===== src/rtl/memory_bus_sequencer_pkg.sv =====
// Shared state encodings, byte-enable constants and lane-steering helpers
// for the asynchronous SRAM bus sequencer.
package memory_bus_sequencer_pkg;

   typedef enum logic [1:0] {
      MBS_IDLE   = 2'd0,
      MBS_SETUP  = 2'd1,
      MBS_ACCESS = 2'd2,
      MBS_HOLD   = 2'd3
   } mbs_state_e;

   // Active-low byte enables: BE_LO enables only the low lane, BE_HI only the high lane.
   localparam logic [1:0] BE_WORD = 2'b00;
   localparam logic [1:0] BE_LO   = 2'b10;
   localparam logic [1:0] BE_HI   = 2'b01;
   localparam logic [1:0] BE_NONE = 2'b11;

   function automatic logic [1:0] be_select(input logic is_write, input logic byte_acc,
                                            input logic a0);
      if (!is_write || !byte_acc) return BE_WORD;
      return a0 ? BE_HI : BE_LO;
   endfunction

   function automatic logic [15:0] write_lanes(input logic byte_acc, input logic [15:0] data);
      return byte_acc ? {data[7:0], data[7:0]} : data;
   endfunction

   function automatic logic [15:0] read_steer(input logic byte_acc, input logic a0,
                                              input logic [15:0] data);
      if (!byte_acc) return data;
      return a0 ? {8'h00, data[15:8]} : {8'h00, data[7:0]};
   endfunction

endpackage


===== src/rtl/memory_bus_sequencer_wait_state_counter.sv =====
// 3-bit down-counter that times the ACCESS phase; zero marks the final
// ACCESS cycle.
module wait_state_counter (
   input  logic       clk,
   input  logic       reset,
   input  logic       load,
   input  logic [2:0] load_value,
   input  logic       dec,
   output logic       zero
);

   logic [2:0] count;

   always_ff @(posedge clk) begin
      if (reset)
         count <= 3'd0;
      else if (load)
         count <= load_value;
      else if (dec && count != 3'd0)
         count <= count - 3'd1;
   end

   assign zero = (count == 3'd0);

endmodule


===== src/rtl/memory_bus_sequencer.sv =====
// Turns a single-cycle read/write request into a timed asynchronous SRAM cycle
// (SETUP, ACCESS x (WAIT_STATES+1), HOLD) with byte-lane steering and read capture.
module memory_bus_sequencer
   import memory_bus_sequencer_pkg::*;
#(
   parameter int unsigned WAIT_STATES = 1
) (
   input  logic        CLK,
   input  logic        RESET,
   input  logic [15:0] ADDR,
   input  logic [15:0] DIN,
   input  logic        RD_REQ,
   input  logic        WR_REQ,
   input  logic        BYTEX,
   output logic        BUSY,
   output logic        DONE,
   output logic        BUS_ERR,
   output logic [15:0] DOUT,
   output logic [14:0] MEM_ADDR,
   output logic        MEM_CE_N,
   output logic        MEM_OE_N,
   output logic        MEM_WE_N,
   output logic [1:0]  MEM_BE_N,
   output logic [15:0] MEM_DOUT,
   output logic        MEM_DOE,
   input  logic [15:0] MEM_DIN,
   output mbs_state_e  DBG_STATE
);

   // Handshake: RD_REQ/WR_REQ are sampled only in IDLE or HOLD (BUSY=0); an accepted
   // request yields exactly one DONE pulse in HOLD, a rejected one exactly one BUS_ERR
   // pulse on the following cycle. The requester holds its request until BUSY=0.

   localparam logic [2:0] WS_LOAD = 3'(WAIT_STATES);

   mbs_state_e state_q, state_d;
   logic       byte_q, a0_q, wr_q;
   logic       req_ok, req_bad;
   logic       accept, reject;
   logic       cnt_load, cnt_dec, cnt_zero;

   assign req_ok  = (RD_REQ ^ WR_REQ) & ~(~BYTEX & ADDR[0]);
   assign req_bad = (RD_REQ | WR_REQ) & ~req_ok;

   wait_state_counter u_wait_state_counter (
      .clk        (CLK),
      .reset      (RESET),
      .load       (cnt_load),
      .load_value (WS_LOAD),
      .dec        (cnt_dec),
      .zero       (cnt_zero)
   );

   always_comb begin
      state_d  = state_q;
      accept   = 1'b0;
      reject   = 1'b0;
      cnt_load = 1'b0;
      cnt_dec  = 1'b0;
      case (state_q)
         MBS_IDLE: begin
            if (req_ok) begin
               state_d = MBS_SETUP;
               accept  = 1'b1;
            end else begin
               reject  = req_bad;
            end
         end
         MBS_SETUP: begin
            state_d  = MBS_ACCESS;
            cnt_load = 1'b1;
         end
         MBS_ACCESS: begin
            if (cnt_zero) state_d = MBS_HOLD;
            else          cnt_dec = 1'b1;
         end
         MBS_HOLD: begin
            if (req_ok) begin
               state_d = MBS_SETUP;
               accept  = 1'b1;
            end else begin
               state_d = MBS_IDLE;
               reject  = req_bad;
            end
         end
         default: state_d = MBS_IDLE;
      endcase
   end

   // Every output is registered from the next state so that no request input
   // reaches a MEM_* pin combinationally.
   always_ff @(posedge CLK) begin
      if (RESET) begin
         state_q  <= MBS_IDLE;
         byte_q   <= 1'b0;
         a0_q     <= 1'b0;
         wr_q     <= 1'b0;
         BUSY     <= 1'b0;
         DONE     <= 1'b0;
         BUS_ERR  <= 1'b0;
         DOUT     <= 16'h0000;
         MEM_ADDR <= 15'h0000;
         MEM_CE_N <= 1'b1;
         MEM_OE_N <= 1'b1;
         MEM_WE_N <= 1'b1;
         MEM_BE_N <= BE_NONE;
         MEM_DOUT <= 16'h0000;
         MEM_DOE  <= 1'b0;
      end else begin
         state_q  <= state_d;
         BUSY     <= (state_d == MBS_SETUP) || (state_d == MBS_ACCESS);
         DONE     <= (state_d == MBS_HOLD);
         BUS_ERR  <= reject;
         MEM_OE_N <= ~((state_d == MBS_ACCESS) && !wr_q);
         MEM_WE_N <= ~((state_d == MBS_ACCESS) && wr_q);

         if (accept) begin
            byte_q   <= BYTEX;
            a0_q     <= ADDR[0];
            wr_q     <= WR_REQ;
            MEM_ADDR <= ADDR[15:1];
            MEM_DOUT <= write_lanes(BYTEX, DIN);
            MEM_BE_N <= be_select(WR_REQ, BYTEX, ADDR[0]);
            MEM_DOE  <= WR_REQ;
            MEM_CE_N <= 1'b0;
         end else if (state_d == MBS_IDLE) begin
            MEM_CE_N <= 1'b1;
            MEM_BE_N <= BE_NONE;
            MEM_DOE  <= 1'b0;
         end

         // Capture on the edge that closes the last ACCESS cycle.
         if (state_q == MBS_ACCESS && cnt_zero && !wr_q)
            DOUT <= read_steer(byte_q, a0_q, MEM_DIN);
      end
   end

   assign DBG_STATE = state_q;

endmodule


===== config.mk =====
export PLATFORM = sky130hd
export DESIGN_NAME = memory_bus_sequencer
export DESIGN_NICKNAME = d
export VERILOG_FILES = /design/src/rtl/memory_bus_sequencer_pkg.sv /design/src/rtl/memory_bus_sequencer_wait_state_counter.sv /design/src/rtl/memory_bus_sequencer.sv
export SDC_FILE = /design/constraint.sdc
export NUM_CORES = 1
export LEC_CHECK = 0
export CORE_MARGIN = 8
export CORE_UTILIZATION = 43
export DETAILED_ROUTE_END_ITERATION = 8
export GPL_TIMING_DRIVEN = 0
export PLACE_DENSITY = 0.82
export RECOVER_POWER = 100
export SKIP_CTS_REPAIR_TIMING = 1
export SLEW_MARGIN = 20
export SYNTH_ARGS = -nofsm -noshare
export SYNTH_HDL_FRONTEND = slang
export SYNTH_SLANG_ARGS = --single-unit

===== constraint.sdc =====
create_clock -name CLK -period 2 [get_ports CLK]
set_input_delay 0.4 -clock CLK [delete_from_list [all_inputs] [get_ports CLK]]
set_output_delay 0.4 -clock CLK [all_outputs]
set_load 0.005 [all_outputs]

== After elaboration in Yosys (flattened, before gate mapping) ==
Index checks and enable logic that the tools add are counted.
W data, S select, Z words.

* Register bits: 64
* Input port bits: 53
* Output and inout port bits: 58
* Logic and storage cells: 84

* $add $sub $neg: 1
* Equal/unequal tests: 6
* Muxes and demuxes: 30
* Bitwise operators: 11
* Reduce and logical (&&, ||, !) cells: 19

{| class="wikitable"
|+ Operators by type and width
! kind !! number
|-
| $mux W16 || 3
|-
| $mux W1 || 18
|-
| $mux W2 || 7
|-
| $eq A2 B2 Y1 const B || 4
|-
| $mux W8 || 1
|-
| $pmux W2 S4 || 1
|-
| $not A1 Y1 || 6
|-
| $logic_and A1 B1 Y1 || 5
|-
| $eq A2 B1 Y1 const B || 2
|-
| $logic_not A2 Y1 || 2
|-
| $reduce_bool A2 Y1 || 2
|-
| $reduce_or A2 Y1 || 2
|-
| $and A1 B1 Y1 || 3
|-
| $logic_not A1 Y1 || 3
|-
| $logic_not A3 Y1 || 1
|-
| $reduce_bool A3 Y1 || 1
|-
| $reduce_or A3 Y1 || 1
|-
| $sub A3 B1 Y3 const B || 1
|-
| $logic_or A1 B1 Y1 || 2
|-
| $or A1 B1 Y1 || 1
|-
| $xor A1 B1 Y1 || 1
|}

== Depth between registers and ports, before layout ==
Gate-level depths: netlist of run 1.

* Depth in word-level cells: 10
* Gate-level depth with buffers: 7
* Depth with buffers taken out: 7

== Hierarchy ==
From an unflattened synthesis of run 1, not the netlist that was laid out.

* Cells, all modules: 311
* Area total of the unflattened synthesis: 2780.2 µm²

{| class="wikitable"
|+ By module, submodules not included
! module !! times used !! cells each !! area an instance (µm²) !! seq. area each (µm²)
|-
| memory_bus_sequencer || 1 || 290 || 2597.5 || 1221.2
|-
| wait_state_counter || 1 || 21 || 182.7 || 60.1
|}

== Least setup slack after synthesis of run 1 ==
OpenSTA, ideal clock, no wires.

* Path type: reg2reg
* Start point: register state_q[0] (netlist: DBG_STATE[0])
* End point: register MEM_ADDR[10]
* Library setup time: 0.070 ns
* Arrival time: 1.621 ns
* Required time: 1.930 ns
* Path slack: 0.309 ns
* Cell stages (with the launch flop): 7
* Path buffers: 1
* Clock period less this slack: 1.691 ns
* Cells stage by stage: dfxtp_1 inv_1 ha_1 nand2b_1 clkbuf_1 or3b_1 a21oi_1

* Cells in the longest elaborated chain, start to end: 3
* Elaborated cells on any way between the ends: 4
* Classes of those cells: 1 x eq/ne; 1 x mux; 2 x reduce/logical

{| class="wikitable"
|+ Ends and longest elaborated chain
! item !! line !! RTL
|-
| from (decl) || memory_bus_sequencer.sv:36 || <nowiki>mbs_state_e state_q, state_d;</nowiki>
|-
| from (signal assigned) || memory_bus_sequencer.sv:110 || <nowiki>state_q <= state_d;</nowiki>
|-
| $eq A2 B2 Y1 or $logic_not A2 Y1 (tied branches) || memory_bus_sequencer.sv:60 || <nowiki>case (state_q)</nowiki>
|-
| $reduce_or A2 Y1 (no line) (*) || - ||
|-
| $mux W1 (*) || - ||
|-
| to (signal assigned) || memory_bus_sequencer.sv:121 || <nowiki>MEM_ADDR <= ADDR[15:1];</nowiki>
|-
| to (decl) || memory_bus_sequencer.sv:19 || <nowiki>output logic [14:0] MEM_ADDR,</nowiki>
|}

Every way passes the cells marked *; elsewhere a longest branch is shown, timed or not.
A chain may end at the register's enable or synchronous reset.

== Worst setup path in the final report of run 1 ==
* Start point: input port WR_REQ
* End point: register MEM_ADDR[1]

* Cells in the longest elaborated chain, start to end: 4

{| class="wikitable"
|+ Ends and longest elaborated chain
! item !! line !! RTL
|-
| from (decl) || memory_bus_sequencer.sv:13 || <nowiki>input logic WR_REQ,</nowiki>
|-
| $xor A1 B1 Y1 || memory_bus_sequencer.sv:42 || <nowiki>assign req_ok = (RD_REQ ^ WR_REQ) & ~(~BYTEX & ADDR[0]);</nowiki>
|-
| $and A1 B1 Y1 || memory_bus_sequencer.sv:42 ||
|-
| $mux W1 || memory_bus_sequencer.sv:62, memory_bus_sequencer.sv:78 ||
|-
| $mux W1 || - ||
|}

No other way between the ends.

==> key figures, run 1 <==
Power
  • Leakage: 0.00170 uW
  • Clk pwr share: about 22%
  • Peak VDD IR: around 0.63 mV
  • Sw Share: roughly a third
  • Pwr dens: between 1000 and 1500 nW/um^2
  • Reg power frac: roughly 38%
  • Combinational power share: roughly two fifths
  • Internal power: 3170 uW
  • Psw: about 1500 uW

Final layout
  • Diode count: 0
  • Nets@finish: 481
  • Fin util: between 60% and 70%
  • Commonest non-fill, non-tap cell in the layout: dfxtp_1
  • Final Instance Area: 4150 sq um
  • Leading cell types in the layout, fill and taps excluded: dfxtp_1, dlygate4sd3_1, clkdlybuf4s50_1
  • Synthesis-to-layout area growth: 51.3%
  • Layout cell share with drive strength beyond 1: under 10%

Place
  • Number of buffers added on ports: between 100 and 150
  • Pre-CTS setup slack: -489 ps
  • HPWL Detailed: a little over 6000 microns
  • Placer Congestion: 0.794
  • Placed inst area: about 3900 sq um

Yosys
  • Avg Inst Size Synth: 9.18 sq um
  • Register area share after synthesis: a little under half
  • Mapped Area: 2740 sq um
  • Number of enable flip-flop cells after synthesis: 0
  • Async S/R FF share, synth: 0%
  • FF+latch count, synth: 64
  • Synth Net Count: 360
  • Post-synthesis cell count: between 200 and 300
  • Main synth FF type: dfxtp_1
  • Yosys cell types: 39
  • YS warnings: 0

Critical path
  • Crit path max fanout: 10
  • Slowest Stage Delay on Critical Path: around 500 ps
  • Worst path cell trace: clkdlybuf4s50_1 -> inv_1 -> ha_2 -> nand2b_2 -> buf_2 -> or3b_1 -> a21oi_1
  • Buf/Inv on CP: 3
  • CP top delay family: buffers and inverters
  • CP Class: input port to flip-flop
  • Worst endpoint required time: between 2000 and 2500 ps
  • Startpoint class of the critical path: input port
  • Critical path endpoint category: flip-flop
  • CP Data Arrival Time: around 2200 ps
  • CP max-delay cell: clkdlybuf4s50_1

CTS
  • CTS clock-pin slew for the worst setup and hold paths: ~60 ps
  • Root Driver: clkbuf_8
  • CTS max path bufs: 2
  • H-tree levels: 3
  • Worst-Skew Late Latency: 330 ps
  • CTS tree: yes
  • TritonCTS buffer count: 9
  • Clock sinks: 64

Floorplan
  • Ports: 111
  • Die Span Y: roughly 96 microns
  • Die Area: 9190 sq um
  • Initial Util: approximately 44%
  • Die X: ~96 microns
  • CORE AREA: ~6300 sq um
  • Num rows: 29

GRT
  • Vias in the first global route: ~2600
  • Antenna violations before repair: 0
  • Pin count of the biggest net entering global routing: 11
  • GR Overflow Total: 0
  • Total GRT Usage: between 15 and 20%
  • First-pass GRT wire length: around 12000 microns

Timing
  • Slew Limit Headroom: between 60% and 70%
  • Fin crit share: a little over nine tenths
  • Final hold vios: 0
  • RSZ-0062 raised after global routing: no
  • Worst hold slack: ~450 ps
  • Min Tclk post-route: between 1500 and 2000 ps
  • Worst-margin pin slew: just over 500 ps
  • Setup ws final: around 80 ps
  • Slew Viols, Final: 0
  • Final setup fails: 0
  • Max Fclk: 520 MHz
  • Skew final: around 12 ps

Route
  • Vias per std cell: between 5 and 6
  • Iter 0 DRT Violations: 75
  • Routed wire length: between 7000 and 8000 microns
  • Pre-antenna DRT Iters: 4
  • DR WL/cell: ~16 microns
  • Antenna-violating nets left: 0
  • DR vias: around 2600
  • # DRC: 0

Min path
  • Min-delay worst type: flip-flop to flip-flop

Run status
  • Status: finished clean

Job
  • Max cap viols: 0
area by class of cell:
type | count | area (sq um)
tap | 77 | 96.3
fill | 529 | 2120
buffer | 24 | 123
clock inverter | 2 | 12.5
inverter | 8 | 30.0
multi-input combinational | 203 | 1330
timing repair buffer | 110 | 1100
clock buffer | 13 | 179
sequential | 64 | 1280
stage by stage:
step,setup TNS (ps),power [uW],std cells
2_1_floorplan,0,2780,299
5_1_grt,0,5060,501
3_5_place_dp,-12570,3800,486
6_report,0,4720,501
4_1_cts,-1030,4860,501
3_3_place_gp,-10700,3740,486
flip-flops by register name, summed over array words and instances, names as in the netlist, 2 cells and up:
register                    cells
u_wait_state_counter.count      3
DBG_STATE                       2
MEM_BE_N                        2
MEM_ADDR                       15
MEM_DOUT                       16
DOUT                           16
cells by family (layout without fill, tap and decap cells):
family | after synthesis | count (layout) | synth area share (%)
mux | 9 | 9 | 3.28
fa+ha+maj | 8 | 8 | 3.65
compound gates | 86 | 86 | 18.3
flops | 64 | 64 | 46.7
buf+inv | 32 | 157 | 5.29
simple gates | 100 | 100 | 22.8
worst register-to-register path, cell delays in order (launching register included):
cell and delay, ps:
dfxtp_1 400, inv_1 110, ha_2 340, nand2b_2 230
buf_2 190, or3b_1 350, a21oi_1 150
layer usage:
layer	track usage (%)	wire length [microns]	share of wire [%]	vias up
li1	-	-	-	1323
met1	18.5	3320	42	1238
met2	30.5	3980	50	73
met3	6.47	597	7.5	10
met4	5.38	98	1.2	0
met5	0	0	0	-
power groups by stage:
stage / Sequential [uW] / Clock [uW] / Combinational, uW
2_1_floorplan: 1840 / 0 / 942
3_3_place_gp: 1810 / 0 / 1930
3_5_place_dp: 1830 / 0 / 1980
4_1_cts: 1800 / 1070 / 1990
5_1_grt: 1830 / 1140 / 2090
6_report: 1790 / 1040 / 1890
synth_stat cells (5+ instances only):
library cell / n / area [sq um]
a311oi_1: 7 / 61.3
nand3_1: 9 / 45.0
ha_1: 8 / 100
nor2_1: 11 / 41.3
a22oi_1: 8 / 60.1
a21oi_1: 36 / 180
nand2b_1: 12 / 75.1
or3b_1: 23 / 201
o21ai_0: 17 / 85.1
inv_1: 8 / 30.0
clkbuf_1: 15 / 56.3
nand3b_1: 9 / 67.6
buf_2: 5 / 25.0
nand2_1: 20 / 75.1
dfxtp_1: 64 / 1280
mux2i_1: 9 / 90.1
o21ai_1: 9 / 45.0
final timing paths:
| check | start | end | slack (ps) | cells past startpoint |
|---|---|---|---|---|
| min | DOUT[13] | DOUT[13] | 450 | 2 |
| max | WR_REQ | MEM_ADDR[1] | 80 | 7 |
| max reg2reg | DBG_STATE[0] | MEM_ADDR[1] | 160 | 6 |
| min reg2reg | DOUT[13] | DOUT[13] | 450 | 2 |
(Power assumes the default switching activity.)
==> run 2: changes to the inputs <==
- CORE_UTILIZATION: 43 -> 44
- CTS_BUF_LIST: not set -> sky130_fd_sc_hd__clkbuf_8
- PLACE_DENSITY: 0.82 -> 0.83
==> run 2 against run 1 <==
- design area grew 0.75%
- via count grew 2.1%
- sequential power is essentially flat
- critical path type is now flip-flop to flip-flop
- largest cell class unchanged
- sequential share of layout area shrank 0.20 points
- setup slack gained 50 ps
- count of clock-buffer cells in the layout shrank 3
- first-iteration DRC count grew 31%
- clock skew shrank 5.4 ps
==> key figures, run 2 (same netlist as run 1, synthesis figures left out) <==
CTS
  • Clock sinks: 64 (unchanged)
  • CTS clock-pin slew for the worst setup and hold paths: 70 ps (was 60 ps)
  • Worst-Skew Late Latency: 330 ps (about the same)
  • TritonCTS buffer count: 9 (unchanged)
  • CTS tree: yes (unchanged)
  • H-tree levels: 3 (unchanged)
  • CTS max path bufs: 2 (unchanged)
  • Root Driver: clkbuf_8 (unchanged)

Critical path
  • Crit path max fanout: 10 (unchanged)
  • CP max-delay cell: dfxtp_1 (was clkdlybuf4s50_1)
  • Critical path endpoint category: flip-flop (unchanged)
  • Crit path launch: DBG_STATE[1] (was WR_REQ)
  • Critical Path Sink: MEM_ADDR[7] (was MEM_ADDR[1])
  • CP Class: flip-flop to flip-flop (was input port to flip-flop)
  • R2r worst-path depth: 7 (was 6)
  • Worst r2r src: DBG_STATE[1] (was DBG_STATE[0])
  • Worst endpoint required time: 2210 ps (was 2250 ps)
  • WP depth: 7 (unchanged)
  • CP Data Arrival Time: 2080 ps (was 2180 ps)
  • Slowest Stage Delay on Critical Path: 390 ps (was 500 ps)
  • Worst path cell trace: inv_1 -> ha_1 -> nand2b_2 -> buf_2 -> clkbuf_4 -> o21ai_0 -> a21oi_1 (was clkdlybuf4s50_1 -> inv_1 -> ha_2 -> nand2b_2 -> buf_2 -> or3b_1 -> a21oi_1)
  • CP top delay family: buffers and inverters (unchanged)
  • Startpoint class of the critical path: flip-flop (was input port)
  • Critical R2R Capture: MEM_ADDR[7] (was MEM_ADDR[1])
  • Reg2reg setup slack: 130 ps (was 160 ps)
  • Buf/Inv on CP: 3 (unchanged)

Timing
  • Slew Viols, Final: 0 (unchanged)
  • Setup ws final: 129 ps (was 78.7 ps)
  • Final setup fails: 0 (unchanged)
  • Worst-margin pin slew: 553 ps (was 513 ps)
  • Min Tclk post-route: 1870 ps (was 1920 ps)
  • RSZ-0062 raised after global routing: no (unchanged)
  • Slew Limit Headroom: 63.2% (was 65.8%)
  • Max Fclk: 534 MHz (was 520 MHz)
  • Skew final: 6.81 ps (was 12.2 ps)
  • Fin crit share: 93.5% (was 96.1%)
  • Final hold vios: 0 (unchanged)

Final layout
  • Largest regs: DOUT: 16 flops, MEM_DOUT: 16 flops, MEM_ADDR: 15 flops (unchanged)
  • Filler cell count: 475 (was 529)
  • Fin util: 69.8% (was 66.2%)
  • Leading cell types in the layout, fill and taps excluded: dfxtp_1, dlygate4sd3_1, clkdlybuf4s50_1 (unchanged)
  • Nets@finish: 481 (unchanged)
  • Final Instance Area: 4180 sq um (was 4150 sq um)
  • Non-filler cells, final: 500 (was 501)
  • Synthesis-to-layout area growth: 52.5% (was 51.3%)
  • Layout cell share with drive strength beyond 1: 7.06% (was 7.08%)
  • Commonest non-fill, non-tap cell in the layout: dfxtp_1 (unchanged)
  • Diode count: 0 (unchanged)

Place
  • Placer Congestion: 0.775 (was 0.794)
  • Pre-CTS setup slack: -494 ps (was -489 ps)
  • Placed inst area: 3940 sq um (about the same)
  • Inst Count DP: 484 (was 486)
  • Number of buffers added on ports: 110 (unchanged)
  • HPWL Detailed: 6050 microns (was 6120 microns)

Power
  • Pwr dens: 1170 nW/um^2 (was 1140 nW/um^2)
  • Leakage: 0.00171 uW (was 0.00170 uW)
  • Peak VDD IR: 0.735 mV (was 0.627 mV)
  • Overall power: 4910 uW (was 4720 uW)

GRT
  • Vias in the first global route: 2768 (was 2626)
  • GR Overflow Total: 0 (unchanged)
  • Antenna violations before repair: 0 (unchanged)
  • Total GRT Usage: 18.4% (was 17.2%)
  • First-pass GRT wire length: 13200 microns (was 12400 microns)
  • Pin count of the biggest net entering global routing: 12 (was 11)

Route
  • Antenna-violating nets left: 0 (unchanged)
  • Iter 0 DRT Violations: 98 (was 75)
  • Pre-antenna DRT Iters: 4 (unchanged)
  • # DRC: 0 (unchanged)
  • Routed wire length: 8160 microns (was 8000 microns)
  • Vias per std cell: 5.40 (was 5.28)
  • DR WL/cell: 16.3 microns (was 16.0 microns)
  • DR vias: 2699 (was 2644)

Floorplan
  • Initial Util: 45.8% (was 43.7%)
  • Die Area: 9020 sq um (was 9190 sq um)
  • CORE AREA: 5990 sq um (was 6280 sq um)
  • Ports: 111 (unchanged)
  • Die X: 95.0 microns (was 95.9 microns)
  • Num rows: 28 (was 29)
  • Die Span Y: 95.0 microns (was 95.9 microns)

Min path
  • Min-delay worst type: flip-flop to flip-flop (unchanged)

Job
  • Max cap viols: 0 (unchanged)

Run status
  • Status: finished clean (unchanged)
-- run 2: changes by cell type in the layout (fill, tap and decap cells not counted), moves of 2 or more --
| cell | change |
|---|---|
| bufinv_16 | +2 |
| clkbuf_8 | -3 |
| clkinv_2 | +2 |
| ha_2 | -2 |
-- run 2: per-layer routing --
| layer | part of all wire (%) | track usage (%) | up-vias |
|---|---|---|---|
| met5 | 0 | 0 | - |
| met4 | 1.2 | 7.67 | 0 |
| met3 | 10 | 7.38 | 11 |
| met2 | 47 | 30.6 | 109 |
| met1 | 42 | 20.3 | 1253 |
| li1 | - | - | 1326 |
-- run 2: area by class of cell --
| cell class | count | area, sq um | share of cell area [%] |
|---|---|---|---|
| Clock buffer | 10 | 138 | 3.29 |
| Clock inverter | 6 | 82.6 | 1.97 |
| Buffer | 24 | 119 | 2.84 |
| Tap cell | 75 | 93.8 | 2.24 |
| Timing Repair Buffer | 110 | 1100 | 26.3 |
| Multi-Input combinational cell | 203 | 1340 | 32.0 |
| Sequential cell | 64 | 1280 | 30.7 |
| Inverter | 8 | 30.0 | 0.718 |
-- run 2: through the flow --
stage               setup TNS (ps)  hold WS, ps
global route                     0          447
detailed placement          -12590          419
floorplan                        0          387
finish                           0          446
CTS                          -1150          441
global placement            -11150          419
-- run 2: worst min-delay path by stage --
stage | from | to | slack (ps) | depth (start not counted)
after detailed placement | wr_q | MEM_WE_N | 420 | 1
after floorplan | wr_q | MEM_WE_N | 390 | 1
after global routing | wr_q | MEM_WE_N | 450 | 1
after CTS | wr_q | MEM_WE_N | 440 | 1
final | wr_q | MEM_WE_N | 450 | 1
after global placement | wr_q | MEM_WE_N | 420 | 1
-- run 2: worst register-to-register path, stage by stage (launching register included) --
cell and delay, ps:
dfxtp_1 390, inv_1 80, ha_1 370, nand2b_2 250, buf_2 190, clkbuf_4 190, o21ai_0 180, a21oi_1 90
-- run 2: where the power goes --
part | switching [uW] | leakage, uW | internal (uW)
clock network | 510 | 0.000112 | 729
logic | 922 | 0.00107 | 963
registers | 169 | 0.000524 | 1620
==> run 3: changes to the inputs <==
- CORE_UTILIZATION: 44 -> 45
- PLACE_DENSITY: 0.83 -> 0.85
- SYNTH_HIERARCHICAL: not set -> 1
==> run 3 against run 2 <==
- worst hold slack worse by 11 ps
- sequential power is essentially flat
- synthesized area is 1.3% higher
- setup slack got worse by 12 ps
- clock skew fell by 1.4 ps
- final cell count increased by 2.6%
- sequential share of layout area is 0.34 points lower
- synthesized cell count grew 4.0%
- total power increased by 2.4%
- critical endpoint is now MEM_DOE
- global-route usage increased by 0.96 points
- register-to-register slack barely moved
==> key figures, run 3 <==
GRT
  • First-pass GRT wire length: 13700 microns (was 13200 microns)
  • Vias in the first global route: 2800 (was 2768)
  • Antenna violations before repair: 0 (unchanged)
  • Total GRT Usage: 19.3% (was 18.4%)
  • Pin count of the biggest net entering global routing: 11 (was 12)
  • GR Overflow Total: 0 (unchanged)

CTS
  • CTS max path bufs: 2 (unchanged)
  • Root Driver: clkbuf_8 (unchanged)
  • Worst-Skew Late Latency: 340 ps (was 330 ps)
  • H-tree levels: 3 (unchanged)
  • CTS clock-pin slew for the worst setup and hold paths: 60 ps (was 70 ps)
  • CTS tree: yes (unchanged)
  • TritonCTS buffer count: 9 (unchanged)
  • Clock sinks: 64 (unchanged)

Route
  • Iter 0 DRT Violations: 131 (was 98)
  • Pre-antenna DRT Iters: 4 (unchanged)
  • DR WL/cell: 16.7 microns (was 16.3 microns)
  • DR vias: 2763 (was 2699)
  • Antenna-violating nets left: 0 (unchanged)
  • Routed wire length: 8590 microns (was 8160 microns)
  • # DRC: 0 (unchanged)
  • Vias per std cell: 5.39 (was 5.40)

Timing
  • Slew Viols, Final: 0 (unchanged)
  • Worst-margin pin slew: 522 ps (was 553 ps)
  • Skew final: 5.41 ps (was 6.81 ps)
  • Worst hold slack: 435 ps (was 446 ps)
  • Slew Limit Headroom: 65.2% (was 63.2%)
  • Max Fclk: 531 MHz (was 534 MHz)
  • Fin crit share: 94.1% (was 93.5%)
  • Final hold vios: 0 (unchanged)
  • Total Neg Setup Slack: 0 ps (unchanged)
  • Final setup fails: 0 (unchanged)
  • Min Tclk post-route: 1880 ps (was 1870 ps)

Power
  • Overall power: 5030 uW (was 4910 uW)
  • Peak VDD IR: 0.693 mV (was 0.735 mV)
  • Leakage: 0.00164 uW (was 0.00171 uW)
  • Pwr dens: 1190 nW/um^2 (was 1170 nW/um^2)

Min path
  • Min-delay worst type: flip-flop to flip-flop (unchanged)
  • Worst hold start: wr_q (unchanged)

Critical path
  • Crit path max fanout: 5 (was 10)
  • CP max-delay cell: clkdlybuf4s50_1 (was dfxtp_1)
  • CP Class: input port to flip-flop (was flip-flop to flip-flop)
  • Worst endpoint required time: 2260 ps (was 2210 ps)
  • Buf/Inv on CP: 2 (was 3)
  • Worst r2r src: DBG_STATE[0] (was DBG_STATE[1])
  • Startpoint class of the critical path: input port (was flip-flop)
  • CP Data Arrival Time: 2150 ps (was 2080 ps)
  • Reg2reg setup slack: 130 ps (about the same)
  • Slowest Stage Delay on Critical Path: 520 ps (was 390 ps)
  • Critical path endpoint category: flip-flop (unchanged)
  • Crit path launch: WR_REQ (was DBG_STATE[1])
  • Worst path cell trace: clkdlybuf4s50_1 -> inv_1 -> ha_4 -> o211ai_1 -> and2_1 -> ha_2 -> nor2b_1 -> o21ai_1 -> a21oi_1 (was inv_1 -> ha_1 -> nand2b_2 -> buf_2 -> clkbuf_4 -> o21ai_0 -> a21oi_1)
  • CP top delay family: buffers and inverters (unchanged)

Yosys
  • Async S/R FF share, synth: 0% (unchanged)
  • Post-Synth XOR/XNOR Area: 0.315% (was 0%)
  • Commonest cells in the netlist: dfxtp_1, a21oi_1, nand3_1 (was dfxtp_1, a21oi_1, or3b_1)
  • Area leader, netlist: dfxtp_1 (unchanged)
  • Avg Inst Size Synth: 8.94 sq um (was 9.18 sq um)
  • Synth top area share: 46.1% (was 46.7%)
  • Compound-Gate Fraction of Synth Area: 22.5% (was 18.3%)
  • YS warnings: 6 (was 0)
  • Post-synthesis mux area share: 5.40% (was 3.28%)
  • Main synth FF type: dfxtp_1 (unchanged)
  • Adder-cell share of the synthesized area: 4.50% (was 3.65%)
  • FF+latch count, synth: 64 (unchanged)
  • Top-count cell post-synth: dfxtp_1 (unchanged)
  • Largest family of logic cells by synthesized area: compound AO/OA/AOI/OAI gates (was simple AND/OR/NAND/NOR gates)
  • Mapped Area: 2780 sq um (was 2740 sq um)
  • Number of enable flip-flop cells after synthesis: 0 (unchanged)
  • Largest cells by area after synthesis: dfxtp_1, a21oi_1, mux2i_1 (was dfxtp_1, or3b_1, a21oi_1)
  • Yosys cell types: 32 (was 39)
  • Synth Area in Simple Gates: 14.5% (was 22.8%)
  • Register area share after synthesis: 46.1% (was 46.7%)
  • Post-synthesis cell count: 311 (was 299)

Final layout
  • Nets@finish: 496 (was 481)
  • Layout cell share with drive strength beyond 1: 11.0% (was 7.06%)
  • Commonest non-fill, non-tap cell in the layout: clkdlybuf4s50_1 (was dfxtp_1)
  • Leading cell types in the layout, fill and taps excluded: clkdlybuf4s50_1, dfxtp_1, a21oi_1 (was dfxtp_1, dlygate4sd3_1, clkdlybuf4s50_1)
  • Filler cell count: 474 (was 475)
  • Synthesis-to-layout area growth: 52.0% (was 52.5%)
  • Largest regs: DOUT: 16 flops, MEM_DOUT: 16 flops, MEM_ADDR: 15 flops (unchanged)
  • Diode count: 0 (unchanged)
  • Fin util: 71.0% (was 69.8%)

Run status
  • Status: finished clean (unchanged)

Job
  • Max cap viols: 0 (unchanged)

Place
  • Placer Congestion: 0.798 (was 0.775)
  • HPWL Detailed: 6450 microns (was 6050 microns)
  • Number of buffers added on ports: 110 (unchanged)

Floorplan
  • Die Area: 8950 sq um (was 9020 sq um)
  • CORE AREA: 5960 sq um (was 5990 sq um)
  • Ports: 111 (unchanged)
  • Initial Util: 46.7% (was 45.8%)
  • Die X: 94.6 microns (was 95.0 microns)
  • Num rows: 28 (unchanged)
  • Die Span Y: 94.6 microns (was 95.0 microns)
==> run 3: changes by cell type in the layout (fill, tap and decap cells not counted), moves of 11 or more <==
cell and delta:
a21oi_1 +18, buf_2 +11, clkdlybuf4s50_1 +58, dlygate4sd3_1 -58
nand3_1 +19, o21ai_1 +12, or3b_1 -23
==> run 3: final timing paths <==
check	end	cells past startpoint
hold reg to reg	MEM_WE_N	1
hold / removal	MEM_WE_N	1
setup / recovery	MEM_DOE	9
setup reg to reg	MEM_DOE	9
==> run 3: stage by stage <==
stage	std cells	worst slack (ps)	cell area (sq um)
3_5_place_dp	497	-333	3980
3_3_place_gp	497	-270	3980
4_1_cts	513	19.3	4200
2_1_floorplan	312	231	2780
5_1_grt	513	-55.6	4230
6_report	513	117	4230
==> run 3: area by class of cell <==
type                    instances  area [sq um]  area share, %
multi-input cells             211          1350           32.0
flip-flops and latches         64          1280           30.3
repair buffers                110          1100           26.1
clock buffers                  13           179           4.23
plain buffers                  26           139           3.29
well taps                      75          93.8           2.22
inverters                      11          41.3          0.977
clock inverters                 3          38.8          0.918
==> run 3: cells by family after synthesis <==
kind of cell / Yosys count
compound gates: 108
xor+xnor: 1
flops: 64
other cells: 2
mux: 15
buf+inv: 37
fa+ha+maj: 10
simple gates: 74
==> run 3: where the power goes <==
| part | switching (uW) | internal, uW | total (uW) |
|---|---|---|---|
| registers | 182 | 1590 | 1770 |
| clock network | 466 | 705 | 1170 |
| logic | 990 | 1100 | 2090 |
| total | 1640 | 3400 | 5030 |
==> run 3: routing by layer <==
metal	routed length, microns	GRT usage [%]
met1	3580	22.5
met2	4000	30.8
met3	949	8.10
met4	68	7.93
met5	0	0
==> run 3: worst reg2reg max path: cells and delay by family, from the launching register on <==
kind,cells,cell delay [ps]
and+or+nand+nor,3,460
DFF,1,430
buffers and inverters,1,90
AOI/OAI and AO/OA,3,320
adders and majority gates,2,500
